<file path="src/rtl/alu_pkg.sv">
// Shared encodings for the execute-stage ALU and the iterative multiply/divide unit.
package alu_pkg;

  localparam logic [3:0] ALU_AND  = 4'b0000;
  localparam logic [3:0] ALU_OR   = 4'b0001;
  localparam logic [3:0] ALU_ADD  = 4'b0010;
  localparam logic [3:0] ALU_XOR  = 4'b0011;
  localparam logic [3:0] ALU_NOR  = 4'b0100;
  localparam logic [3:0] ALU_SLL  = 4'b0101;
  localparam logic [3:0] ALU_SUB  = 4'b0110;
  localparam logic [3:0] ALU_SLT  = 4'b0111;
  localparam logic [3:0] ALU_SRA  = 4'b1000;
  localparam logic [3:0] ALU_SRL  = 4'b1001;
  localparam logic [3:0] ALU_SLTU = 4'b1010;
  localparam logic [3:0] ALU_NOP  = 4'b1111;

  localparam logic [1:0] MD_MULT  = 2'b00;
  localparam logic [1:0] MD_MULTU = 2'b01;
  localparam logic [1:0] MD_DIV   = 2'b10;
  localparam logic [1:0] MD_DIVU  = 2'b11;

  typedef enum logic [1:0] {
    MD_IDLE = 2'b00,
    MD_CALC = 2'b01,
    MD_FIX  = 2'b10,
    MD_DONE = 2'b11
  } md_state_e;

  function automatic logic md_is_signed(input logic [1:0] op);
    return (op == MD_MULT) || (op == MD_DIV);
  endfunction

endpackage

</file>
<file path="src/rtl/mdu_iter.sv">
// Iterative multiply/divide unit: one result bit per cycle, sign fix-up, HI/LO registers
// and the mthi/mtlo write path.
module mdu_iter
  import alu_pkg::*;
#(
  parameter int WIDTH = 32
) (
  input  logic             clk,
  input  logic             rst_n,
  input  logic [WIDTH-1:0] x,
  input  logic [WIDTH-1:0] y,
  input  logic             md_start,
  input  logic [1:0]       md_op,
  input  logic             hi_we,
  input  logic             lo_we,
  output logic             md_busy,
  output logic             md_done,
  output logic [WIDTH-1:0] hi,
  output logic [WIDTH-1:0] lo
);

  localparam int CNT_W = (WIDTH > 1) ? $clog2(WIDTH) : 1;
  localparam logic [CNT_W-1:0] CNT_LAST = CNT_W'(WIDTH - 1);

  md_state_e          state_q, state_d;
  logic [CNT_W-1:0]   cnt_q, cnt_d;
  logic               busy_q, busy_d;
  logic               done_q, done_d;
  logic [WIDTH-1:0]   hi_q, hi_d;
  logic [WIDTH-1:0]   lo_q, lo_d;

  logic [1:0]         op_q, op_d;
  logic               neg_res_q, neg_res_d;
  logic               neg_rem_q, neg_rem_d;
  logic               dvz_q, dvz_d;
  logic [WIDTH-1:0]   dvd_q, dvd_d;
  logic [WIDTH-1:0]   opb_q, opb_d;
  logic [2*WIDTH-1:0] acc_q, acc_d;

  logic               sx, sy;
  logic [WIDTH:0]     mul_sum;
  logic [2*WIDTH-1:0] mul_next;
  logic [WIDTH:0]     div_top;
  logic               div_ge;
  logic [WIDTH-1:0]   div_diff;
  logic [2*WIDTH-1:0] div_next;
  logic [2*WIDTH-1:0] prod_fix;
  logic [WIDTH-1:0]   quo_fix, rem_fix;

  function automatic logic [WIDTH-1:0] mag(input logic [WIDTH-1:0] v, input logic neg);
    return neg ? (~v + WIDTH'(1)) : v;
  endfunction

  assign sx = md_is_signed(md_op) & x[WIDTH-1];
  assign sy = md_is_signed(md_op) & y[WIDTH-1];

  // acc holds {partial product, multiplier} for multiply and {remainder, quotient} for divide.
  always_comb begin
    mul_sum  = {1'b0, acc_q[2*WIDTH-1:WIDTH]} + (acc_q[0] ? {1'b0, opb_q} : '0);
    mul_next = {mul_sum, acc_q[WIDTH-1:1]};
    div_top  = acc_q[2*WIDTH-1:WIDTH-1];
    div_ge   = (div_top >= {1'b0, opb_q});
    div_diff = div_top[WIDTH-1:0] - opb_q;
    div_next = {(div_ge ? div_diff : div_top[WIDTH-1:0]), acc_q[WIDTH-2:0], div_ge};
    prod_fix = neg_res_q ? (~acc_q + (2*WIDTH)'(1)) : acc_q;
    quo_fix  = mag(acc_q[WIDTH-1:0], neg_res_q);
    rem_fix  = mag(acc_q[2*WIDTH-1:WIDTH], neg_rem_q);
  end

  always_comb begin
    state_d   = state_q;
    cnt_d     = cnt_q;
    hi_d      = hi_q;
    lo_d      = lo_q;
    op_d      = op_q;
    neg_res_d = neg_res_q;
    neg_rem_d = neg_rem_q;
    dvz_d     = dvz_q;
    dvd_d     = dvd_q;
    opb_d     = opb_q;
    acc_d     = acc_q;
    unique case (state_q)
      MD_IDLE, MD_DONE: begin
        state_d = MD_IDLE;
        if (md_start) begin
          op_d      = md_op;
          neg_res_d = sx ^ sy;
          neg_rem_d = sx;
          dvz_d     = (y == '0);
          dvd_d     = x;
          opb_d     = mag(y, sy);
          acc_d     = {{WIDTH{1'b0}}, mag(x, sx)};
          cnt_d     = '0;
          state_d   = MD_CALC;
        end else begin
          if (hi_we) hi_d = x;
          if (lo_we) lo_d = x;
        end
      end
      MD_CALC: begin
        acc_d = op_q[1] ? div_next : mul_next;
        cnt_d = cnt_q + CNT_W'(1);
        if (cnt_q == CNT_LAST) state_d = MD_FIX;
      end
      MD_FIX: begin
        if (!op_q[1]) begin
          hi_d = prod_fix[2*WIDTH-1:WIDTH];
          lo_d = prod_fix[WIDTH-1:0];
        end else if (dvz_q) begin
          hi_d = dvd_q;
          lo_d = '1;
        end else begin
          hi_d = rem_fix;
          lo_d = quo_fix;
        end
        state_d = MD_DONE;
      end
      default: state_d = MD_IDLE;
    endcase
    busy_d = (state_d == MD_CALC) || (state_d == MD_FIX);
    done_d = (state_d == MD_DONE);
  end

  always_ff @(posedge clk) begin
    if (!rst_n) begin
      state_q <= MD_IDLE;
      cnt_q   <= '0;
      busy_q  <= 1'b0;
      done_q  <= 1'b0;
      hi_q    <= '0;
      lo_q    <= '0;
    end else begin
      state_q <= state_d;
      cnt_q   <= cnt_d;
      busy_q  <= busy_d;
      done_q  <= done_d;
      hi_q    <= hi_d;
      lo_q    <= lo_d;
    end
  end

  // Operand/working registers need no reset: they are always loaded before use.
  always_ff @(posedge clk) begin
    op_q      <= op_d;
    neg_res_q <= neg_res_d;
    neg_rem_q <= neg_rem_d;
    dvz_q     <= dvz_d;
    dvd_q     <= dvd_d;
    opb_q     <= opb_d;
    acc_q     <= acc_d;
  end

  assign md_busy = busy_q;
  assign md_done = done_q;
  assign hi      = hi_q;
  assign lo      = lo_q;

endmodule

</file>
<file path="src/rtl/alu_mdu.sv">
// Execute-stage arithmetic: combinational ALU alongside the iterative multiply/divide unit.
module alu_mdu
  import alu_pkg::*;
#(
  parameter  int WIDTH   = 32,
  localparam int SHAMT_W = $clog2(WIDTH)
) (
  input  logic             clk,
  input  logic             rst_n,
  input  logic [3:0]       ctrl,
  input  logic [WIDTH-1:0] x,
  input  logic [WIDTH-1:0] y,
  output logic [WIDTH-1:0] out,
  input  logic             md_start,
  input  logic [1:0]       md_op,
  input  logic             hi_we,
  input  logic             lo_we,
  output logic             md_busy,
  output logic             md_done,
  output logic [WIDTH-1:0] hi,
  output logic [WIDTH-1:0] lo
);

  logic signed [WIDTH-1:0] x_s, y_s;
  logic [SHAMT_W-1:0]      shamt;
  logic [WIDTH-1:0]        alu_res;

  assign x_s   = x;
  assign y_s   = y;
  assign shamt = y[SHAMT_W-1:0];

  always_comb begin
    alu_res = '0;
    unique case (ctrl)
      ALU_AND:  alu_res = x & y;
      ALU_OR:   alu_res = x | y;
      ALU_ADD:  alu_res = x + y;
      ALU_XOR:  alu_res = x ^ y;
      ALU_NOR:  alu_res = ~(x | y);
      ALU_SLL:  alu_res = x << shamt;
      ALU_SUB:  alu_res = x - y;
      ALU_SLT:  alu_res = {{(WIDTH-1){1'b0}}, (x_s < y_s)};
      ALU_SRA:  alu_res = x_s >>> shamt;
      ALU_SRL:  alu_res = x >> shamt;
      ALU_SLTU: alu_res = {{(WIDTH-1){1'b0}}, (x < y)};
      default:  alu_res = '0;
    endcase
  end

  assign out = alu_res;

  mdu_iter #(
    .WIDTH(WIDTH)
  ) u_mdu (
    .clk      (clk),
    .rst_n    (rst_n),
    .x        (x),
    .y        (y),
    .md_start (md_start),
    .md_op    (md_op),
    .hi_we    (hi_we),
    .lo_we    (lo_we),
    .md_busy  (md_busy),
    .md_done  (md_done),
    .hi       (hi),
    .lo       (lo)
  );

endmodule

</file>
<file path="config.mk">
export PLATFORM = sky130hd
export DESIGN_NAME = alu_mdu
export DESIGN_NICKNAME = d
export VERILOG_FILES = /design/src/rtl/alu_pkg.sv /design/src/rtl/mdu_iter.sv /design/src/rtl/alu_mdu.sv
export SDC_FILE = /design/constraint.sdc
export NUM_CORES = 1
export LEC_CHECK = 0
export CAP_MARGIN = 40
export CELL_PAD_IN_SITES_DETAIL_PLACEMENT = 0
export CELL_PAD_IN_SITES_GLOBAL_PLACEMENT = 2
export CORE_UTILIZATION = 25
export CTS_BUF_LIST = sky130_fd_sc_hd__clkbuf_4
export CTS_CLUSTER_SIZE = 28
export DETAILED_ROUTE_END_ITERATION = 12
export PLACE_DENSITY_LB_ADDON = 0.1
export SETUP_SLACK_MARGIN = 0.3
export SLEW_MARGIN = 30
export SYNTH_ARGS = -nofsm -noshare
export SYNTH_HDL_FRONTEND = slang
export SYNTH_SLANG_ARGS = --single-unit
</file>
<file path="constraint.sdc">
create_clock -name clk -period 7 [get_ports clk]
set_input_delay 1.4 -clock clk [delete_from_list [all_inputs] [get_ports clk]]
set_output_delay 1.4 -clock clk [all_outputs]
set_load 0.02 [all_outputs]
</file>
# --- After elaboration in Yosys (flattened, before gate mapping) ---
# Index checks and enable logic that the tools add are counted.
# Widths: inputs -> output; s select.
word_totals:
  inputBits: 75
  register_bits: 206
classes:
  muxes: 26
  eq_ne: 22
  n_reduce_logical: 13
  n_lt_le_gt_ge: 3
  n_addsub: 10
  shift: 3
  bitwise: 12
ops:
  columns: ["operator", "count"]
  rows:
  - ["$mux 32", 14]
  - ["$pmux 32 s11", 1]
  - ["$mux 64", 3]
  - ["$not 32->32", 5]
  - ["$add 32x1->32 const B", 4]
  - ["$pmux 32 s2", 2]
  - ["$pmux 64 s2", 1]
  - ["$add 64x1->64 const B", 1]
  - ["$lt 32x32->1", 2]
  - ["$not 64->64", 1]
  - ["$sub 32x32->32", 2]
  - ["$add 32x33->33", 1]
  - ["$ge 33x32->1", 1]
  - ["$add 32x32->32", 1]
  - ["$and 32x32->32", 1]
  - ["$logic_not 32->1", 1]
  - ["$or 32x32->32", 1]
  - ["$shl 32x5->32", 1]
  - ["$shr 32x5->32", 1]
  - ["$sshr 32x5->32", 1]
  - ["$xor 32x32->32", 1]
  - ["$eq 4x3->1 const B", 4]
  - ["$eq 4x4->1 const B", 3]
  - ["$eq 2x2->1 const B", 5]
  - ["20 further kinds", 31]

# --- Logic depth before layout (Yosys ltp) ---
# Gate-level depths: netlist of the first run.
logic_depth:
  word_depth: 6
  ltp_mapped: 17

# --- Hierarchy ---
# From an unflattened synthesis of the first run, not the netlist that was laid out.
unflattened:
  cells_unflattened: 3269
  area_unflattened_um2: 25121.6
modules_own_cells:
  columns: ["mod", "cells_per_inst", "instances", "seq_area_each_um2", "area_per_inst_um2"]
  rows:
  - ["mdu_iter", 1968, 1, 5425.2, 16294.4]
  - ["alu_mdu", 1301, 1, 0.0, 8827.2]

# --- Worst setup path before layout of the first run ---
# OpenSTA, ideal clock, no wires.
synth_timing:
  kind: "input to output"
  from: "in y[2]"
  to: "out out[26]"
  slack_ns: -0.372
  t_arrival_ns: 5.972
  cell_stages: 17
  path_buffers: 5
  cell_sequence: "inv_1 clkbuf_1 clkbuf_1 buf_1 buf_1 ha_1 clkbuf_1 o21ba_2 nor2_1 a221o_1 o41a_1 a211o_1 and3_1 o21ai_0 o21ai_0 o221a_2 o21ai_0"
synth_via:
  elab_chain_cells: 2
  elab_cells_between_ends: 6
synth_lines:
  columns: ["element", "line_no", "source"]
  rows:
  - ["from (decl)", "alu_mdu.sv:12", "input logic [WIDTH-1:0] y,"]
  - ["$sub 32x32->32 (tied with other cells)", "alu_mdu.sv:41", "ALU_SUB: alu_res = x - y;"]
  - ["$pmux 32 s11 (*)", "alu_mdu.sv:34", "unique case (ctrl)"]
  - ["to (decl)", "alu_mdu.sv:13", "output logic [WIDTH-1:0] out,"]
# Mark *: on every way between the ends. The rest lies on a longest branch, timed or not.

# --- Worst setup path after layout of the first run ---
layout_timing:
  from: "in x[28]"
  to: "out out[25]"
layout_via:
  elab_chain_cells: 2
  elab_cells_between_ends: 4
layout_lines:
  columns: ["element", "line_no", "source"]
  rows:
  - ["from (decl)", "alu_mdu.sv:11", "input logic [WIDTH-1:0] x,"]
  - ["$shr 32x5->32 (tied with other cells)", "alu_mdu.sv:44", "ALU_SRL: alu_res = x >> shamt;"]
  - ["$pmux 32 s11 (*)", "alu_mdu.sv:34", null]
# Marks and branches as above.

==> results of run 1 <==
==> metal layers <==
| layer | track usage (%) | share of wire (%) | vias up |
|---|---|---|---|
| li1 | - | - | 12200 |
| met1 | 35.6 | 45 | 13200 |
| met2 | 43.8 | 46 | 966 |
| met3 | 3.16 | 4.7 | 202 |
| met4 | 10.3 | 3.9 | 2 |
| met5 | 0 | 0.0096 | - |
==> area by class of cell <==
cell class | count | area [µm²]
clock inverter | 21 | 95.1
clock buffer | 87 | 653
tap | 1276 | 1600
inverter | 162 | 608
fill | 10500 | 66800
multi-input combinational | 2532 | 17600
timing repair buffer | 445 | 3940
antenna | 3 | 7.51
sequential | 205 | 5430
==> power breakdown <==
part | internal (W) | total, W | switching, W
clock | 0.000571 | 0.00116 | 0.000591
combinational | 0.000956 | 0.00246 | 0.00151
sequential | 0.00142 | 0.00159 | 0.000173
total | 0.00295 | 0.00522 | 0.00227
==> Yosys cell counts, types with 48 or more instances <==
library cell,number,area [µm²]
mux4_2,65,1460
o211ai_1,48,360
o21ai_0,226,1130
dfxtp_1,73,1460
o221ai_1,50,438
mux2i_1,75,751
clkbuf_1,198,743
nand2_1,267,1000
nor2_1,360,1350
a21oi_1,322,1610
a221oi_1,50,438
ha_1,182,2280
nor3_1,64,320
edfxtp_1,132,3960
xnor2_1,138,1210
inv_1,159,597
nand3_1,64,320
==> kinds of logic (layout without fill, tap and decap cells) <==
kind of cell,after synthesis,in the layout
adders and majority gates,186,186
buffers and inverters,403,715
and+or+nand+nor,960,960
xor gates and xnor gates,175,175
DFF,205,205
AOI/OAI and AO/OA,1065,1065
other,0,3
muxes,146,146
==> path summary, 6_finish.rpt <==
path | from | endpoint | slack [ps] | cells past startpoint
min | u_mdu.lo[23] | u_mdu.lo[23] | 450 | 2
max | x[28] | out[25] | 310 | 13
max reg2reg | u_mdu.acc_q[0] | u_mdu.acc_q[62] | 2500 | 16
min reg2reg | u_mdu.lo[23] | u_mdu.lo[23] | 450 | 2
==> worst max-delay path: cells and delay by family <==
| kind | cells | cell delay (ps) |
|---|---|---|
| compound gates | 6 | 980 |
| simple gates | 3 | 960 |
| buf+inv | 3 | 1410 |
| mux | 1 | 520 |
==> metrics by stage <==
| step | setup slack (ps) | cells | area, µm² | TNS (ps) | hold slack (ps) |
|---|---|---|---|---|---|
| 2_1_floorplan | 408 | 3140 | 24400 | 0 | 460 |
| 3_3_place_gp | -244 | 4606 | 28900 | -536 | 447 |
| 3_5_place_dp | -285 | 4613 | 29000 | -602 | 446 |
| 4_1_cts | 268 | 4721 | 29800 | 0 | 455 |
| 5_1_grt | 223 | 4730 | 29900 | 0 | 466 |
| 6_report | 312 | 4731 | 29900 | 0 | 450 |
==> registers in the layout, summed over array words and instances, names as in the netlist <==
register and cells:
u_mdu.acc_q 64, u_mdu.cnt_q 5, u_mdu.dvd_q 32, u_mdu.dvz_q 1, u_mdu.hi 32, u_mdu.lo 32, u_mdu.md_busy 1, u_mdu.md_done 1
u_mdu.neg_rem_q 1, u_mdu.neg_res_q 1, u_mdu.op_q 1, u_mdu.opb_q 32, u_mdu.state_q 2
==> timing repair <==
item | CTS | global route
endpoints found under the setup margin | 15 | 16
pin swaps | 4 | 2
resized for setup | 34 | 25
buffers inserted | 0 | 1
==> results by group, run 1 <==
Cells and area
  – Most frequent cells in the layout: 356 x nor2_1, 319 x a21oi_1, 267 x nand2_1
  – Finished Core Util: 30.9%
  – Fraction of layout cells with a size suffix above 1: 14.7%
  – Synth-to-layout area growth: 22.5%
  – Commonest non-fill, non-tap cell in the layout: nor2_1
  – Nets: 3666

Floorplanning
  – Starting Density: 25.2%
  – Core ar.: 96700 µm²
  – Die area: 98900 µm²
  – Die height: 314 µm
  – I/O Pins: 173
  – Chip Width: 314 µm
  – Placement Rows: about 110

Yosys
  – Mux cell area share after synthesis: 9.35%
  – Largest family of logic cells by synthesized area: compound AO/OA/AOI/OAI gates
  – Synth Area per Inst: about 8 µm²
  – Mapped Nets: 3401
  – Synth Cell Area: between 20000 and 25000 µm²
  – Sequential fraction of the synthesis area: roughly 22%
  – Adder-cell share of the synthesized area: 9.66%
  – Synthesis Warnings: 0
  – Ys flop type: edfxtp_1
  – Asr flop ratio synth: 0%
  – Cell count after synthesis: 3140
  – Synth cell types: just over 80
  – Post-synthesis compound-gate area fraction: 28.4%
  – EDFF count, synth: 132
  – Xor/xnor cell area share of the yosys netlist: between 6 and 7%
  – Yosys reg bits: 205
  – Simple-Gate Fraction of Synth Area: roughly 18%

CTS
  – CTS Buf Count: 59
  – CTS tree: done
  – Clk sinks: 205
  – Max Root-Sink Buffers: 3
  – CTS Hold Bufs: 0
  – CTS clk-pin slew, worst paths: roughly 60 ps
  – Root buf cell: clkbuf_4
  – H-tree depth: 2
  – Worst skew pair latency: 880 ps

Outcome
  – Status: finished clean

Critical path
  – Crit path launch type: input pin
  – Cell chain of the critical path: clkdlybuf4s50_1 -> buf_4 -> mux4_2 -> nor2_1 -> a21oi_1 -> o22a_1 -> a22oi_1 -> a21oi_1 -> nor2_1 -> nand3_1 -> a311oi_1 -> a22oi_1 -> buf_4
  – CP max FO: 11
  – Biggest cell delay along the critical path: about 810 ps
  – Crit path kind: input pin to output pin
  – WP data required: 5600 ps
  – Crit end category: output pin
  – Critical path arrival: about 5300 ps
  – Critical path's slowest cell: clkdlybuf4s50_1

Route
  – Drt initial violations: ~2300
  – Drt first pass iters: 6
  – Routed wire length: 136 mm
  – Antenna viol nets, final: 0
  – Total number of vias: 26600
  – Vias per std cell: 5.63
  – Average wire per standard cell: 28.8 µm
  – Residual DRC: 0

Power
  – Leakage: 11.8 nW
  – Tot Pwr: approximately 0.0052 W
  – Pwr Density: 175 nW/µm²
  – VDD IR max: 0.0000972 V

GRT
  – Pin count of the biggest net entering global routing: 137
  – Vias in the first global route: 26300
  – Initial antenna violation count: 8
  – Remaining Overflow, GRT: 0
  – First-pass GRT wire length: about 190 mm
  – GRT Total Usage: 26.7%

Min path
  – Hold crit path type: flop to flop

Job
  – Number of max-cap violations: 0

Timing
  – Setup violations, final: 0
  – Period utilization: 95.5%
  – Worst relative slew slack: 40.2%
  – Final hold violation count: 0
  – Fin crit period: 6690 ps
  – RSZ-0062 raised after global routing: yes
  – Clock skew: 83.9 ps
  – Actual slew at the worst max-slew pin: 891 ps
  – Max Freq: 150 MHz
  – Max-slew violations: 0

Placement
  – DP Wirelength: 106 mm
  – IO Port Bufs: 172
  – GP Congestion: slightly below 1
Note: power is estimated with default switching activity, not from simulation.
==> run 2: changes to the inputs <==
- ABC_AREA: not set -> 1
- CORE_MARGIN: not set -> 1.5
- SLEW_MARGIN: 30 -> not set
==> run 2 against run 1 <==
Compared with the run above: global-route usage increased by 2.4 points; hold slack improved by 37 ps; clock skew decreased by 32 ps; combinational power about the same; via count increased by 28%; non-clock buffer count decreased by 139; clock power decreased by 8%; first-iteration DRC count increased by 33%; total power decreased by 3.0%; cell area increased by 10%; maximum frequency increased by 1.9%.
==> results by group, run 2 <==
Floorplanning
  – Chip Width: 340 µm
  – Placement Rows: approximately 120
  – Die area: 116000 µm²
  – Die height: 340 µm
  – Starting Density: 25.2%
  – Core ar.: 113000 µm²
  – I/O Pins: about 170

GRT
  – Vias in the first global route: 32500
  – Met3 GRT Util: about 2.3%
  – Routing usage on met1: 39.9%
  – Busiest layer in global routing: met2
  – GRT Total Usage: 29.1%
  – Pin count of the biggest net entering global routing: 74
  – First-pass GRT wire length: roughly 240 mm
  – M2 GR Usage: 48.0%
  – Initial antenna violation count: 8
  – Remaining Overflow, GRT: 0

Placement
  – IO Port Bufs: between 150 and 200
  – DP Area: 32200 µm²
  – DP Wirelength: 144 mm
  – Placed cells: 6504
  – GP Congestion: 0.938

Cells and area
  – Non-filler cells, final: 6610
  – Fillers: 13100
  – Largest Register: u_mdu.acc_q
  – Nets: about 5300
  – Final instance area: 32900 µm²
  – Commonest non-fill, non-tap cell in the layout: nand2_1
  – Fraction of layout cells with a size suffix above 1: 7.29%
  – Multi-input gate area: 19800 µm²
  – Most frequent cells in the layout: 1382 x nand2_1, 586 x inv_1, 546 x nor2_1
  – Synth-to-layout area growth: 15.8%
  – Max reg flops: 64
  – Register area: approximately 5400 µm²

Timing
  – Period utilization: 93.8%
  – Fin crit period: 6560 ps
  – Final setup TNS: 0 ps
  – Minimum hold slack: 487 ps
  – Setup violations, final: 0
  – Max Freq: around 150 MHz
  – Worst relative slew slack: 39.0%
  – RSZ-0062 raised after global routing: no
  – Clock skew: 51.5 ps
  – Actual slew at the worst max-slew pin: 916 ps
  – Final hold violation count: 0
  – Max-slew violations: 0

Critical path
  – CP max FO: 8
  – Crit path launch type: input pin
  – WP data required: 5600 ps
  – Critical path arrival: about 5200 ps
  – Crit path kind: input pin to output pin
  – Crit end category: output pin

Power
  – Tot Pwr: 0.00506 W
  – VDD IR max: approximately 0.000074 V
  – Net switching power: 0.00244 W
  – Combinational Power Share: 48.2%
  – Sequential share of power: 30.6%
  – Pwr Density: 154 nW/µm²
  – Switching share of power: 48.1%
  – Clock network fraction of design power: 21.2%
  – Int Pwr: 0.00263 W
  – Leakage: 15.5 nW

Route
  – Total number of vias: 34000
  – Drt first pass iters: 6
  – Drt initial violations: a little over 3000
  – Residual DRC: 0
  – Vias per std cell: 5.14
  – Routed wire length: 174 mm
  – Antenna viol nets, final: 0
  – Average wire per standard cell: 26.4 µm

Outcome
  – Status: finished clean

Yosys
  – Synth top cells by count: 1382 x nand2_1, 589 x inv_1, 547 x nor2_1
  – Synth Cell Area: 28400 µm²
  – Yosys top cell area share: 18.2%
  – Synth Area per Inst: between 5 and 6 µm²
  – Yosys reg bits: 205
  – Cell taking the most area after synthesis: nand2_1
  – Sequential fraction of the synthesis area: 19.1%
  – Asr flop ratio synth: 0%
  – Count leader, synth: nand2_1
  – Mapped Nets: about 5200
  – Synth top area cells: nand2_1 18%, edfxtp_1 14%, ha_1 8.0%
  – Cell count after synthesis: between 4000 and 5000
  – Synthesis Warnings: 0
  – Ys flop type: edfxtp_1
  – EDFF count, synth: 132
  – Synth cell types: 67

CTS
  – CTS tree: done
  – Root buf cell: clkbuf_4
  – Clk sinks: 205
  – Worst skew pair latency: ~850 ps
  – CTS Buf Count: 56
  – CTS Hold Bufs: 0
  – Max Root-Sink Buffers: 3
  – CTS clk-pin slew, worst paths: approximately 60 ps
  – H-tree depth: 2

Min path
  – Hold crit path type: flop to flop

Job
  – Number of max-cap violations: 0
-- run 2: cell count changes in the layout (fill, tap and decap cells not counted), sizes merged, moves of 65 or more --
| cell | delta |
|---|---|
| nand3 | +371 |
| mux4 | -65 |
| buf | -137 |
| nand2 | +1129 |
| nor2 | +224 |
| xnor2 | -137 |
| nand4 | +73 |
| o21ai | +219 |
| inv | +450 |
-- run 2: final timing paths --
path / end / cells after the start / slack (ps) / startpoint
max: out[17] / 12 / 440 / x[14]
min reg2reg: u_mdu.cnt_q[0] / 1 / 490 / u_mdu.cnt_q[0]
min: u_mdu.cnt_q[0] / 1 / 490 / u_mdu.cnt_q[0]
max reg2reg: u_mdu.acc_q[53] / 18 / 3370 / u_mdu.acc_q[0]
-- run 2: timing repair --
action | 4_1_cts | 5_1_grt
buffers inserted | 0 | 0
endpoints found under the setup margin | 1 | 2
gates resized for setup | 1 | 1
hold endpoints to repair | 0 | 0
-- run 2: layout make-up --
cell class | instances | area share [%]
well taps | 1500 | 5.70
flip-flops and latches | 205 | 16.5
multi-input cells | 3876 | 60.2
diodes | 7 | 0.0532
clock buffers | 75 | 1.71
clock inverters | 24 | 0.319
inverters | 617 | 7.04
repair buffers | 306 | 8.52
-- run 2: power by group through the flow --
stage	Combinational [W]	Sequential (W)	Clock (W)
CTS	0.00242	0.00155	0.00111
finish	0.00244	0.00155	0.00107
detailed placement	0.00241	0.00157	0
global placement	0.00242	0.00157	0
global route	0.00265	0.00156	0.00117
floorplan	0.00140	0.00152	0
-- run 2: critical path, stage by stage --
cell             delay [ps]
clkdlybuf4s50_1         500
clkinv_1                420
ha_1                    720
nand2_1                 170
nor2_1                  160
inv_1                   100
nor3_1                  340
nand4_1                 220
nand4_1                 130
nand3_1                 130
nand4_1                 220
clkdlybuf4s50_1         660
-- run 2: per-stage QoR --
| stage | setup WS, ps | util, % |
|---|---|---|
| floorplan | 1920 | - |
| global placement | 314 | 28.5 |
| detailed placement | 253 | 28.6 |
| CTS | 460 | 29.2 |
| global route | 338 | 29.2 |
| finish | 435 | 29.2 |
-- run 2: cell families (layout without fill, tap and decap cells) --
kind of cell	Yosys count	count (layout)	synth area share, %
and+or+nand+nor	2640	2640	39.9
DFF	205	205	19.1
buffers and inverters	812	1022	11.4
other	0	7	0
muxes	16	16	0.577
AOI/OAI and AO/OA	967	967	18.7
xor gates and xnor gates	67	67	2.06
adders and majority gates	186	186	8.29
-- run 2: routing by layer --
layer / wire [µm] / vias up
met5: 49 / -
met4: 6500 / 6
met3: 7510 / 168
met2: 80200 / 1012
met1: 80000 / 16300
li1: - / 16500
